$ cat src/rtl/pc_sequencer.sv
// pc_sequencer: next-PC selection and fetch control for a simple in-order core.
// It walks a four-state FSM (BOOT, RUN, WAIT, TRAP). It decides the value the
// external PC register loads each cycle and tracks the exception PC. It also
// remembers any redirect that shows up while waiting on instruction memory.
module pc_sequencer #(
    parameter logic [31:0] RESET_VEC = 32'h0000_0000,
    parameter logic [31:0] EXC_VEC   = 32'h0000_0180
) (
    input  logic        clk,
    input  logic        rst,
    input  logic [31:0] pc,
    output logic [31:0] pc_next,
    output logic        imem_req,
    input  logic        imem_ready,
    input  logic        stall,
    input  logic        br_taken,
    input  logic [31:0] br_target,
    input  logic        jmp,
    input  logic [31:0] jmp_target,
    input  logic        exc,
    input  logic        eret,
    output logic [31:0] epc,
    output logic        flush,
    output logic [1:0]  state
);

    localparam logic [1:0] BOOT = 2'b00;
    localparam logic [1:0] RUN  = 2'b01;
    localparam logic [1:0] WAIT = 2'b10;
    localparam logic [1:0] TRAP = 2'b11;

    logic [1:0]  state_q, state_d;
    logic [31:0] epc_q, epc_d;
    logic        pend_valid_q, pend_valid_d;
    logic [31:0] pend_target_q, pend_target_d;

    logic [31:0] pcPlus4;
    logic        evtValid;
    logic [31:0] evtTarget;
    logic [31:0] evtAligned;
    logic        takeValid;
    logic [31:0] takeTarget;

    assign epc   = epc_q;
    assign state = state_q;

    // Resolve this cycle's redirect request (eret > branch > jump) to a word-aligned target
    always_comb begin
        pcPlus4    = pc + 32'd4;
        evtValid   = eret | br_taken | jmp;
        if (eret) begin
            evtTarget = epc_q;
        end else if (br_taken) begin
            evtTarget = br_target;
        end else begin
            evtTarget = jmp_target;
        end
        evtAligned = evtTarget & ~32'h0000_0003;
        // A redirect arriving in the same cycle as the fetch completes is the newest one
        takeValid  = evtValid | pend_valid_q;
        takeTarget = evtValid ? evtAligned : pend_target_q;
    end

    // Next-state, next-PC and fetch/flush control
    always_comb begin
        state_d       = state_q;
        epc_d         = epc_q;
        pend_valid_d  = pend_valid_q;
        pend_target_d = pend_target_q;
        pc_next       = pc;
        imem_req      = 1'b0;
        flush         = 1'b0;

        case (state_q)
            BOOT: begin
                pc_next = RESET_VEC;
                state_d = RUN;
            end

            RUN: begin
                imem_req = 1'b1;
                if (exc) begin
                    epc_d   = pc;
                    pc_next = EXC_VEC;
                    flush   = 1'b1;
                    state_d = TRAP;
                end else if (evtValid) begin
                    pc_next = evtAligned;
                    flush   = 1'b1;
                end else if (stall) begin
                    pc_next = pc;
                end else if (imem_ready) begin
                    pc_next = pcPlus4;
                end else begin
                    pc_next = pc;
                    state_d = WAIT;
                end
            end

            WAIT: begin
                imem_req = 1'b1;
                if (exc) begin
                    epc_d         = pc;
                    pc_next       = EXC_VEC;
                    flush         = 1'b1;
                    pend_valid_d  = 1'b0;
                    pend_target_d = 32'h0;
                    state_d       = TRAP;
                end else if (imem_ready) begin
                    pc_next       = takeValid ? takeTarget : pcPlus4;
                    flush         = takeValid;
                    pend_valid_d  = 1'b0;
                    pend_target_d = 32'h0;
                    state_d       = RUN;
                end else if (evtValid) begin
                    pend_valid_d  = 1'b1;
                    pend_target_d = evtAligned;
                end
            end

            TRAP: begin
                pc_next = pc;
                state_d = RUN;
            end

            default: begin
                state_d = BOOT;
            end
        endcase

        // While reset is held the PC register is steered to the reset vector
        if (rst) begin
            pc_next  = RESET_VEC;
            imem_req = 1'b0;
            flush    = 1'b0;
        end
    end

    // State registers with synchronous reset
    always_ff @(posedge clk) begin
        if (rst) begin
            state_q       <= BOOT;
            epc_q         <= 32'h0;
            pend_valid_q  <= 1'b0;
            pend_target_q <= 32'h0;
        end else begin
            state_q       <= state_d;
            epc_q         <= epc_d;
            pend_valid_q  <= pend_valid_d;
            pend_target_q <= pend_target_d;
        end
    end

endmodule

$ cat config.mk
export PLATFORM = sky130hd
export DESIGN_NAME = pc_sequencer
export DESIGN_NICKNAME = d
export VERILOG_FILES = /design/src/rtl/pc_sequencer.sv
export SDC_FILE = /design/constraint.sdc
export NUM_CORES = 1
export LEC_CHECK = 0
export BUFFER_PORTS_ARGS = -buffer_cell sky130_fd_sc_hd__buf_2
export CORE_ASPECT_RATIO = 2
export CORE_MARGIN = 2
export CORE_UTILIZATION = 45
export DETAILED_ROUTE_END_ITERATION = 10
export GPL_TIMING_DRIVEN = 1
export PLACE_DENSITY = 0.7
export SYNTH_ARGS = -nofsm -noshare
export SYNTH_HDL_FRONTEND = slang
export SYNTH_SLANG_ARGS = --single-unit
$ cat constraint.sdc
create_clock -name clk -period 5.5 [get_ports clk]
set_clock_uncertainty 0.15 [all_clocks]
set_input_delay 0.275 -clock clk [delete_from_list [all_inputs] [get_ports clk]]
set_output_delay 0.275 -clock clk [all_outputs]
set_load 0.01 [all_outputs]
-- Word-level counts from Yosys, hierarchy flattened
Cells that the tools add are included.
- register bits after elaboration: 67
- input bits: 104
- output and inout bits: 68
- word-level logic and storage cells: 54
- add/subtract/negate cells: 1
- equality and inequality tests: 7
- muxes and demuxes: 32
- bitwise gates (word level): 3
- reductions and logical operators: 7
- operators by type and width (kind ; number):
    32-bit 2-to-1 mux ; 13
    32-bit case mux with 4 select lines ; 1
    32-bit by 3-bit adder with 32-bit output, second input constant ; 1
    2-bit 2-to-1 mux ; 6
    3-bit inequality test, second input constant ; 4
    1-bit 2-to-1 mux ; 10
    2-bit case mux with 3 select lines ; 1
    2-bit == test, second input constant ; 2
    2-bit AND reduction ; 2
    4-bit AND reduction ; 1
    2-bit OR reduction ; 2
    1-bit OR ; 3
    3-bit nonzero test ; 1
    2-bit by 1-bit == test with 1-bit output, second input constant ; 1
    2-bit zero test ; 1
    1-bit case mux with 2 select lines ; 1

-- Logic depth before layout (Yosys ltp)
Gate-level depths: netlist of the first run.
- depth after elaboration: 8
- gate-level depth with buffers: 10
- depth with buffers taken out: 8

-- Worst setup path before layout of the first run
OpenSTA, ideal clock, no wires.
- path kind: register -> output
- start point: reg state_q[0], in the netlist state[0]
- end point: out pc_next[28]
- arrival: 2.108 ns
- data required time: 5.075 ns
- slack: 2.967 ns
- cell stages (with the launch flop): 9
- buffers on the path: 2
- cell sequence: dfxtp_1 inv_1 ha_1 or2_1 clkbuf_1 nor2_1 clkbuf_1 o21ai_0 o311ai_0
- longest elaborated chain between the ends: 3
- elaborated cells between the ends (all ways): 6
- those cells by class: 3 x eq/ne; 2 x mux; 1 x reduce/logical
- ends and longest elaborated chain (what ; RTL line ; source):
    start: declaration ; 32 ; logic [1:0] state_q, state_d;
    start signal: assignment ; 147 ; state_q <= state_d;
    2-bit == test, or another cell as far along ; 74 ; case (state_q)
    32-bit case mux with 4 select lines (*) ; 74 ;
    32-bit 2-to-1 mux (*) ; 132 ; if (rst) begin
    end: declaration ; 12 ; output logic [31:0] pc_next,
Mark *: on every way between the ends. The rest lies on a longest branch, timed or not.

-- Worst setup path in the final report of the first run
- start point: reg pend_valid_q
- end point: out pc_next[18]
- longest elaborated chain between the ends: 6
- ends and longest elaborated chain (what ; RTL line ; source):
    start: declaration ; 34 ; logic pend_valid_q, pend_valid_d;
    start signal: assignment ; 149 ; pend_valid_q <= pend_valid_d;
    1-bit OR ; 60 ; takeValid = evtValid | pend_valid_q;
    32-bit 2-to-1 mux ; 110 ; pc_next = takeValid ? takeTarget : pcPlus4;
    32-bit 2-to-1 mux ; 109 ; end else if (imem_ready) begin
    32-bit 2-to-1 mux ; 102 ; if (exc) begin
    32-bit case mux with 4 select lines ; 74 ;
    32-bit 2-to-1 mux ; 132 ;
Every way passes these cells.

==> impl_metrics.py, run 1 <==
metrics = {
    "run_status": {
        "status": "finished clean",
    },
    "synthesis": {
        "synth.most_common_cell": "nand2_1",
        "synth.area.top_cells": "dfxtp_1 22%, nand2_1 9.5%, a21oi_1 8.1%",
        "synth_top_family_by_area": "compound AO/OA/AOI/OAI gates",
        "yosysUniqueCellTypes": 76,
        "synthFlopType": "dfxtp_1",
        "avgSynthCellArea_sq_um": 6.65,
        "yosysSeqAreaShare": 0.218,
        "yosys_warnings": 0,
        "synth_area_sq_mm": 0.00614,
        "synthArstFlopShare": 0,
        "synth_edf_count": 0,
        "synth_fa_ha_area_frac": 0.0122,
        "synth_compound_gate_area_share": 0.356,
        "synthMuxAreaShare": 0.00856,
        "synth.top_cell.area_share": 0.218,
        "syn_inst": 923,
        "synth_area_leader_cell": "dfxtp_1",
        "synth.cells.most_frequent": "155 x nand2_1, 100 x a21oi_1, 89 x o21ai_0, 67 x dfxtp_1, 56 x clkbuf_1",
        "yosys.area_share.simple": 0.304,
        "synthXorXnorAreaFrac": 0.0242,
        "synth-seq-cells": 67,
        "syn_nets": 1033,
    },
    "floorplan": {
        "die_w_microns": 86.6,
        "dieArea_sq_mm": 0.0147,
        "start_util": 0.460,
        "coreArea_sq_mm": 0.0134,
        "die_h_microns": 169,
        "io_pins": 172,
        "rows": 60,
    },
    "timing": {
        "fmax_mhz": 260,
        "worst_slew_pin_slew_ns": 1.34,
        "setup_viol": 0,
        "finalMaxSlewViolations": 0,
        "fin_crit_sh": 0.700,
        "max_slew_margin": 0.0960,
        "hold_viol_final": 0,
        "rsz0062_at_grt": "no",
        "tns_ns": 0,
        "hold_ws_ns": 0.0471,
        "min_period_ns": 3.85,
    },
    "clock_tree": {
        "clock-root-buffer": "clkbuf_16",
        "cts_tree": "done",
        "h-tree-depth": 3,
        "post_cts_resized": 0,
        "postCtsSetupBuffers": 0,
        "holdBufCountCts": 0,
        "clock_sinks": 67,
        "clock_latency_ns": 0.33,
        "clkTransAtPathRegs_ns": 0.06,
        "cts_buffers": 9,
        "clockBufferDepth": 2,
    },
    "power": {
        "p_sw_uw": 599,
        "clkPwrFrac": 0.353,
        "power.density_mw_per_mm2": 227,
        "p_int_mw": 1.03,
        "leakagePower_nw": 2.72,
        "p_sw_frac": 0.368,
        "ir_drop_mv": 0.261,
        "combPwrFrac": 0.315,
        "power_frac_seq": 0.331,
    },
    "global_routing": {
        "grtUsageTotal": 0.388,
        "antenna_found_initial": 0,
        "grt_pass1_vias": 7273,
        "grt_pass1_wl_mm": 42.8,
        "grt_max_degree": 70,
        "gr-total-overflow": 0,
    },
    "setup_path": {
        "crit_path_start_kind": "flop",
        "reg2reg_from": "state[0]",
        "criticalPathCategory": "reg2out",
        "worstPathArrival_ns": 3.43,
        "critPathCaptureType": "primary output",
        "cp.depth": 7,
        "cpLargestDelayFamily": "simple AND/OR/NAND/NOR gates",
        "slowest_delay_ns": 0.96,
        "r2r-end": "epc[21]",
        "cp_max_fo": 18,
        "critPathSlowestCell": "or4_1",
        "regToRegSetupSlack_ns": 3.17,
        "ff2ff_path_depth": 6,
        "setup.worst_path.end": "pc_next[18]",
        "crit_buf_inv": 1,
        "crit_start": "pend_valid_q",
        "path_cells": "or4_1, nor2_1, nand2_1, o21a_1, o22ai_1, o21ai_0, buf_2",
        "worstPathRequired_ns": 5.08,
    },
    "placement": {
        "gp_congestion": 0.983,
        "io_buffer_count": 167,
        "post_dp_cell_area_sq_mm": 0.00687,
        "dp_hpwl_mm": 20.8,
    },
    "routing": {
        "vias": 7852,
        "drc": 0,
        "wl_mm": 28.7,
        "drtIter0Drc": 690,
        "vias_per_cell": 6.65,
        "final_antenna_net_count": 0,
        "routedWlPerCell_microns": 24.3,
        "firstDrtPassIters": 5,
    },
    "layout": {
        "synthToLayoutAreaGrowth_pct": 16.6,
        "fin_nets": 1130,
        "drive_above_1_share": 0.211,
        "num_antenna_cells": 0,
        "nFillCells": 1464,
        "stdcell_area_sq_mm": 0.00716,
    },
    "flow_run": {
        "maxCapViolCount": 0,
    },
    "worst_hold_path": {
        "min_path_type": "in2reg",
    },
}
## cell usage in the layout (no fill, tap or decap), types with 8 or more instances in the layout
master     count
a21oi_1      100
a22oi_1       15
a31oi_1       15
buf_2        167
buf_4         14
clkbuf_16      9
dfxtp_1       67
inv_1         12
nand2_1      155
nand2b_1      22
nand3_1       23
nand4_1       16
nor2_1        50
nor2b_1       13
nor3_1        21
nor3b_1        8
o211ai_1      14
o21a_1        24
o21ai_0       89
o22ai_1       20
or3_1         19
xnor2_1       12
## worst min-delay path by stage
stage / startpoint / end / slack [ns] / depth (start not counted)
final: pc[1] / epc[1] / 0.05 / 3
after global routing: pc[0] / epc[0] / 0.06 / 3
after CTS: pc[1] / epc[1] / 0.05 / 3
after detailed placement: epc[0] / epc[0] / 0.30 / 2
after global placement: pend_target_q[23] / pend_target_q[23] / 0.29 / 2
after floorplan: pc[0] / epc[0] / 0.26 / 2
## power by group through the flow
stage	combinational, mW	clock (mW)	sequential (mW)
finish	0.513	0.575	0.539
global route	0.549	0.597	0.542
CTS	0.496	0.579	0.538
detailed placement	0.494	0	0.548
global placement	0.490	0	0.548
floorplan	0.291	0	0.553
## sequential cells by signal, indices dropped and copies added (netlist names)
name,flops
epc,32
pend_target_q,32
state,2
pend_valid_q,1
## through the flow
stage	worst slack, ns	cells	total power [mW]	util
after CTS	1.79	1180	1.61	0.536
final	1.65	1180	1.63	0.536
after detailed placement	1.99	1164	1.04	0.514
after global routing	1.57	1180	1.69	0.536
after global placement	2.00	1164	1.04	0.514
after floorplan	2.97	923	0.844	-
## final cells by class
type                            count  area [sq um]  share of cell area
Timing Repair Buffer              181           941               0.131
Clock buffer                       10           229              0.0320
Inverter                           12          45.0             0.00629
Sequential cell                    67          1340               0.187
Multi-Input combinational cell    749          4350               0.607
Clock inverter                      6          65.1             0.00908
Tap cell                          155           194              0.0271
## tightest hold or removal path, cell delays in order
cell     delay [ns]
buf_2          0.11
nand2_1        0.05
a21oi_1        0.05
## cell families after synthesis
group	after synthesis
simple gates	369
compound gates	352
buf+inv	107
flops	67
xor+xnor	17
fa+ha+maj	6
mux	5
## routing by layer
metal  vias to the layer above  global-route usage  part of all wire
li1                       3557                   -                 -
met1                      3674               0.404              0.32
met2                       457               0.660              0.50
met3                       164              0.0623             0.068
met4                         0               0.329              0.11
met5                         -                   0                 0
Note: power is estimated with default switching activity, not from simulation.
==> run 2: changes to the inputs <==
ABC_AREA = 1   (was default)
clock period = 3.7 ns   (was 5.5 ns; I/O delays follow)
==> run 2 against run 1 <==
Design area increased by 3.2%. Sequential share of layout area decreased by 0.58 points. Register-to-register slack got worse by 1.9 ns. Total power increased by 55%. Clock power increased by 55%. Highest routed layer unchanged.
==> impl_metrics.py, run 2 <==
metrics = {
    "clock_tree": {
        "postCtsSetupBuffers": 0,
        "post_cts_resized": 0,
        "clkTransAtPathRegs_ns": 0.06,
        "clock-root-buffer": "clkbuf_16",
        "clockBufferDepth": 2,
        "clock_sinks": 67,
        "cts_tree": "done",
        "clock_latency_ns": 0.35,
        "cts_buffers": 9,
        "holdBufCountCts": 2,
        "h-tree-depth": 3,
    },
    "global_routing": {
        "grt_max_degree": 69,
        "grt_pass1_vias": 7423,
        "grt_pass1_wl_mm": 38.9,
        "grtUsageTotal": 0.343,
        "gr-total-overflow": 0,
        "antenna_found_initial": 0,
    },
    "timing": {
        "worst_slew_pin_slew_ns": 0.791,
        "min_period_ns": 3.28,
        "fmax_mhz": 305,
        "rsz0062_at_grt": "no",
        "hold_viol_final": 0,
        "max_slew_margin": 0.473,
        "fin_crit_sh": 0.886,
        "tns_ns": 0,
        "finalMaxSlewViolations": 0,
        "setup_viol": 0,
    },
    "synthesis": {
        "syn_nets": 1256,
        "synthFlopType": "dfxtp_1",
        "avgSynthCellArea_sq_um": 5.42,
        "synth.cells.most_frequent": "437 x nand2_1, 133 x a21oi_1, 119 x nor2_1, 94 x nand3_1, 67 x dfxtp_1",
        "synth.area.top_cells": "nand2_1 26%, dfxtp_1 22%, a21oi_1 11%",
        "yosysUniqueCellTypes": 35,
        "yosys_warnings": 0,
        "syn_inst": 1146,
        "synth_area_leader_cell": "nand2_1",
        "synth_edf_count": 0,
        "yosysSeqAreaShare": 0.216,
        "synth_area_sq_mm": 0.00621,
        "synth.top_cell.area_share": 0.264,
        "synth-seq-cells": 67,
        "synthArstFlopShare": 0,
        "synth.most_common_cell": "nand2_1",
    },
    "worst_hold_path": {
        "hp-start": "pc[6]",
        "hold_path_end": "epc[6]",
        "min_path_cells": 3,
        "min_path_type": "in2reg",
    },
    "placement": {
        "dpl.cell_count": 1418,
        "gp_congestion": 0.988,
        "dp_hpwl_mm": 19.1,
        "io_buffer_count": 167,
    },
    "flow_run": {
        "maxCapViolCount": 0,
    },
    "setup_path": {
        "worstPathRequired_ns": 3.37,
        "ff2ff_path_depth": 8,
        "r2r-end": "epc[26]",
        "path_cells": "inv_1, ha_1, inv_2, nor2_1, buf_4, clkinv_1, a21oi_1, o21ai_0, a21oi_1, nor2_1, nor2_1, buf_2",
        "cpLargestDelayFamily": "buffers and inverters",
        "slowest_delay_ns": 0.35,
        "reg2reg_from": "state[0]",
        "critPathSlowestCell": "dfxtp_1",
        "critPathCaptureType": "primary output",
        "regToRegSetupSlack_ns": 1.29,
        "crit_path_start_kind": "flop",
        "criticalPathCategory": "reg2out",
        "crit_buf_inv": 5,
        "cp_common_cell": "nor2_1",
        "worstPathArrival_ns": 2.94,
        "cp_max_fo": 34,
    },
    "layout": {
        "layout_common_cells": "437 x nand2_1, 167 x buf_2, 133 x a21oi_1",
        "stdcell_count": 1436,
        "drive_above_1_share": 0.182,
        "num_antenna_cells": 0,
        "area.sequential_sq_mm": 0.00134,
        "synthToLayoutAreaGrowth_pct": 19.0,
        "nFillCells": 1438,
        "fin_nets": 1386,
        "layout_commonest_cell": "nand2_1",
        "multi_input_area_sq_mm": 0.00431,
    },
    "floorplan": {
        "rows": 60,
        "die_h_microns": 170,
        "io_pins": 172,
        "die_w_microns": 87.1,
        "dieArea_sq_mm": 0.0148,
        "coreArea_sq_mm": 0.0134,
        "start_util": 0.462,
    },
    "routing": {
        "vias": 8199,
        "drc": 0,
        "final_antenna_net_count": 0,
        "firstDrtPassIters": 7,
        "wl_mm": 25.9,
        "vias_per_cell": 5.71,
        "routedWlPerCell_microns": 18.0,
        "drtIter0Drc": 644,
    },
    "power": {
        "ir_drop_mv": 0.227,
        "power.density_mw_per_mm2": 342,
        "leakagePower_nw": 3.46,
    },
    "run_status": {
        "status": "finished clean",
    },
}
## run 2: cell count changes in the layout (fill, tap and decap cells not counted), sizes merged, moves of 24 or more
cell,delta
a21oi,+32
inv,+48
nand2,+286
nand3,+68
nor2,+75
o21a,-24
o21ai,-32
or2,+25
## run 2: cells by family after synthesis
family,after synthesis,synth area share
XOR/XNOR,6,0.00846
AO/OA/AOI/OAI,241,0.213
AND/OR/NAND/NOR,694,0.459
adder cells (fa/ha/maj),6,0.0121
flip-flops,67,0.216
buffers and inverters,132,0.0908
## run 2: power by group
| part | leakage (nW) | total, mW | switching [mW] | internal [mW] |
|---|---|---|---|---|
| combinational | 2.77 | 0.815 | 0.553 | 0.262 |
| clock | 0.146 | 0.893 | 0.368 | 0.525 |
| sequential | 0.546 | 0.817 | 0.0416 | 0.776 |
## run 2: worst max path at each step
stage / startpoint / to / cells past startpoint
after floorplan: state[0] / pc_next[3] / 11
final: state[0] / pc_next[3] / 12
after CTS: state[0] / pc_next[3] / 12
after global placement: br_taken / pc_next[3] / 12
after detailed placement: br_taken / pc_next[3] / 12
after global routing: state[0] / pc_next[3] / 12
## run 2: metrics by stage
step           power [mW]  worst slack, ns  instance area, sq um  hold WS [ns]  utilization
2_1_floorplan        1.31             1.67                  6210         0.180            -
3_3_place_gp         1.62            0.850                  7070         0.278        0.526
3_5_place_dp         1.63            0.818                  7070         0.289        0.526
4_1_cts              2.52            0.488                  7390        0.0163        0.550
5_1_grt              2.65            0.220                  7390        0.0373        0.550
6_report             2.53            0.423                  7390        0.0212        0.550
## run 2: layout make-up
type / instances / share of cell area
Clock buffer: 9 / 0.0305
Clock inverter: 7 / 0.00998
Timing Repair Buffer: 188 / 0.137
Sequential cell: 67 / 0.181
Tap cell: 155 / 0.0262
Multi-Input combinational cell: 947 / 0.583
Inverter: 63 / 0.0320
## run 2: layer usage
layer	track usage	wire length, microns	vias to the layer above
met5	0	0	-
met4	0.278	2210	0
met3	0.0543	1540	104
met2	0.594	13300	400
met1	0.352	8890	3706
li1	-	-	3989
## run 2: tightest hold or removal path, cell delays in order
cell     delay, ns
buf_2         0.15
nand2_1       0.08
a21oi_1       0.05
==> run 3: changes to the inputs <==
PLACE_DENSITY = 0.73   (was 0.7)
clock period = 2.7 ns   (was 3.7 ns; I/O delays follow)
==> run 3 against run 2 <==
Hold slack worse by 0.0067 ns. Global-route usage is 0.35 points higher. Worst setup slack worse by 0.26 ns. Core utilization is 2.0 points higher. Highest routed layer unchanged. Register-to-register slack worse by 0.72 ns. Largest power group unchanged. Non-clock buffer count is 23 higher. Largest cell class unchanged. Via count is 0.77% higher. Combinational power is 44% higher. Critical path depth is 1 higher. Total power is 43% higher.
==> impl_metrics.py, run 3 (synthesis results as in run 2) <==
metrics = {
    "timing": {
        "finalMaxSlewViolations": 0,
        "rsz0062_at_grt": "no",
        "max_slew_margin": 0.601,
        "hold_ws_ns": 0.0144,
        "min_period_ns": 2.54,
        "fmax_mhz": 394,
        "hold_viol_final": 0,
        "worst_slew_pin_slew_ns": 0.597,
        "tns_ns": 0,
        "setup_viol": 0,
        "fin_crit_sh": 0.940,
    },
    "layout": {
        "stdcell_count": 1458,
        "fin_nets": 1409,
        "layout_common_cells": "436 x nand2_1, 167 x buf_2, 133 x a21oi_1",
        "drive_above_1_share": 0.194,
        "nFillCells": 1431,
        "stdcell_area_sq_mm": 0.00767,
        "layout_commonest_cell": "nand2_1",
        "num_antenna_cells": 0,
        "multi_input_area_sq_mm": 0.00433,
        "synthToLayoutAreaGrowth_pct": 23.4,
        "area.sequential_sq_mm": 0.00134,
    },
    "global_routing": {
        "grt_pass1_wl_mm": 39.3,
        "antenna_found_initial": 0,
        "grt_max_degree": 51,
        "gr-total-overflow": 0,
        "grt_pass1_vias": 7524,
        "grtUsageTotal": 0.346,
    },
    "setup_path": {
        "path_cells": "dlygate4sd3_1, buf_2, nand3_2, inv_1, nand2_1, nor2_2, nand3_1, nand2_1, nand2_1, nand2_1, nand2_1, a21oi_1, buf_2",
        "reg2reg_from": "state[0]",
        "cp_common_cell": "nand2_1",
        "crit_path_start_kind": "input port",
        "critPathSlowestCell": "dlygate4sd3_1",
        "cpLargestDelayFamily": "buffers and inverters",
        "regToRegSetupSlack_ns": 0.57,
        "critPathCaptureType": "primary output",
        "cp_max_fo": 7,
        "worstPathArrival_ns": 2.25,
        "r2r-end": "state[0]",
        "crit_buf_inv": 4,
        "worstPathRequired_ns": 2.41,
        "slowest_delay_ns": 0.53,
        "criticalPathCategory": "in2out",
        "ff2ff_path_depth": 10,
    },
    "clock_tree": {
        "clock_sinks": 67,
        "clkTransAtPathRegs_ns": 0.06,
        "clock-root-buffer": "clkbuf_16",
        "clockBufferDepth": 2,
        "cts_tree": "done",
        "clock_latency_ns": 0.35,
        "h-tree-depth": 3,
        "cts_buffers": 9,
    },
    "floorplan": {
        "die_h_microns": 170,
        "dieArea_sq_mm": 0.0148,
        "coreArea_sq_mm": 0.0134,
        "start_util": 0.462,
        "die_w_microns": 87.1,
        "rows": 60,
        "io_pins": 172,
    },
    "routing": {
        "routedWlPerCell_microns": 18.0,
        "firstDrtPassIters": 6,
        "final_antenna_net_count": 0,
        "wl_mm": 26.3,
        "drtIter0Drc": 678,
        "vias_per_cell": 5.67,
        "vias": 8262,
        "drc": 0,
    },
    "run_status": {
        "status": "finished clean",
    },
    "placement": {
        "io_buffer_count": 167,
        "gp_congestion": 0.997,
        "post_dp_cell_area_sq_mm": 0.00721,
        "dpl.cell_count": 1431,
        "dp_hpwl_mm": 19.5,
    },
    "worst_hold_path": {
        "min_path_type": "in2reg",
        "hp-start": "pc[21]",
        "hold_path_end": "epc[21]",
        "min_path_cells": 3,
    },
    "flow_run": {
        "maxCapViolCount": 0,
    },
    "power": {
        "power.density_mw_per_mm2": 470,
        "leakagePower_nw": 3.59,
        "ir_drop_mv": 0.308,
    },
}
[run 3: cell types whose count changed in the layout (fill, tap and decap cells not counted), moves of 3 or more]
cell,before,now
dlygate4sd3_1,2,12
buf_4,18,27
nor2_1,118,113
nor2_2,3,8
buf_12,1,4
[run 3: area by class of cell]
type	count	area share
Tap cell	155	0.0253
Multi-Input combinational cell	947	0.565
Clock inverter	6	0.0117
Timing Repair Buffer	211	0.163
Sequential cell	67	0.175
Inverter	63	0.0308
Clock buffer	9	0.0294
[run 3: where the power goes]
part	leakage [nW]	switching [mW]	internal, mW
sequential	0.546	0.0587	1.06
clock	0.152	0.505	0.807
combinational	2.90	0.771	0.396
[run 3: worst max-delay path by stage]
stage,startpoint,endpoint,depth (start not counted)
finish,pc[4],pc_next[31],13
detailed placement,pc[2],pc_next[22],13
floorplan,state[0],pc_next[3],11
global route,pc[6],pc_next[23],13
global placement,pc[2],pc_next[22],13
CTS,pc[4],pc_next[23],13
[run 3: through the flow]
step,utilization,setup WS [ns],total power [mW]
2_1_floorplan,-,0.716,1.80
3_3_place_gp,0.536,0.479,2.26
3_5_place_dp,0.536,0.477,2.27
4_1_cts,0.569,0.0820,3.59
5_1_grt,0.571,0.0124,3.75
6_report,0.571,0.162,3.60
[run 3: timing repair]
item | in CTS | in global routing
gates resized for setup | 0 | 9
setup endpoints to repair | 0 | 15
endpoints found under the hold margin | 12 | 0
setup buffers | 0 | 0
hold buffers | 12 | 0
[run 3: per-layer routing]
layer | up-vias | GRT usage | part of all wire
met1 | 3704 | 0.353 | 0.34
li1 | 4043 | - | -
met2 | 398 | 0.588 | 0.50
met4 | 0 | 0.307 | 0.10
met5 | - | 0 | 0
met3 | 117 | 0.0567 | 0.058
[run 3: worst register-to-register path, delay by kind of cell (launching register included)]
family / cells / cell delay (ns)
flip-flops: 1 / 0.40
buffers and inverters: 5 / 0.75
adder cells (fa/ha/maj): 1 / 0.26
AO/OA/AOI/OAI: 1 / 0.06
AND/OR/NAND/NOR: 3 / 0.38
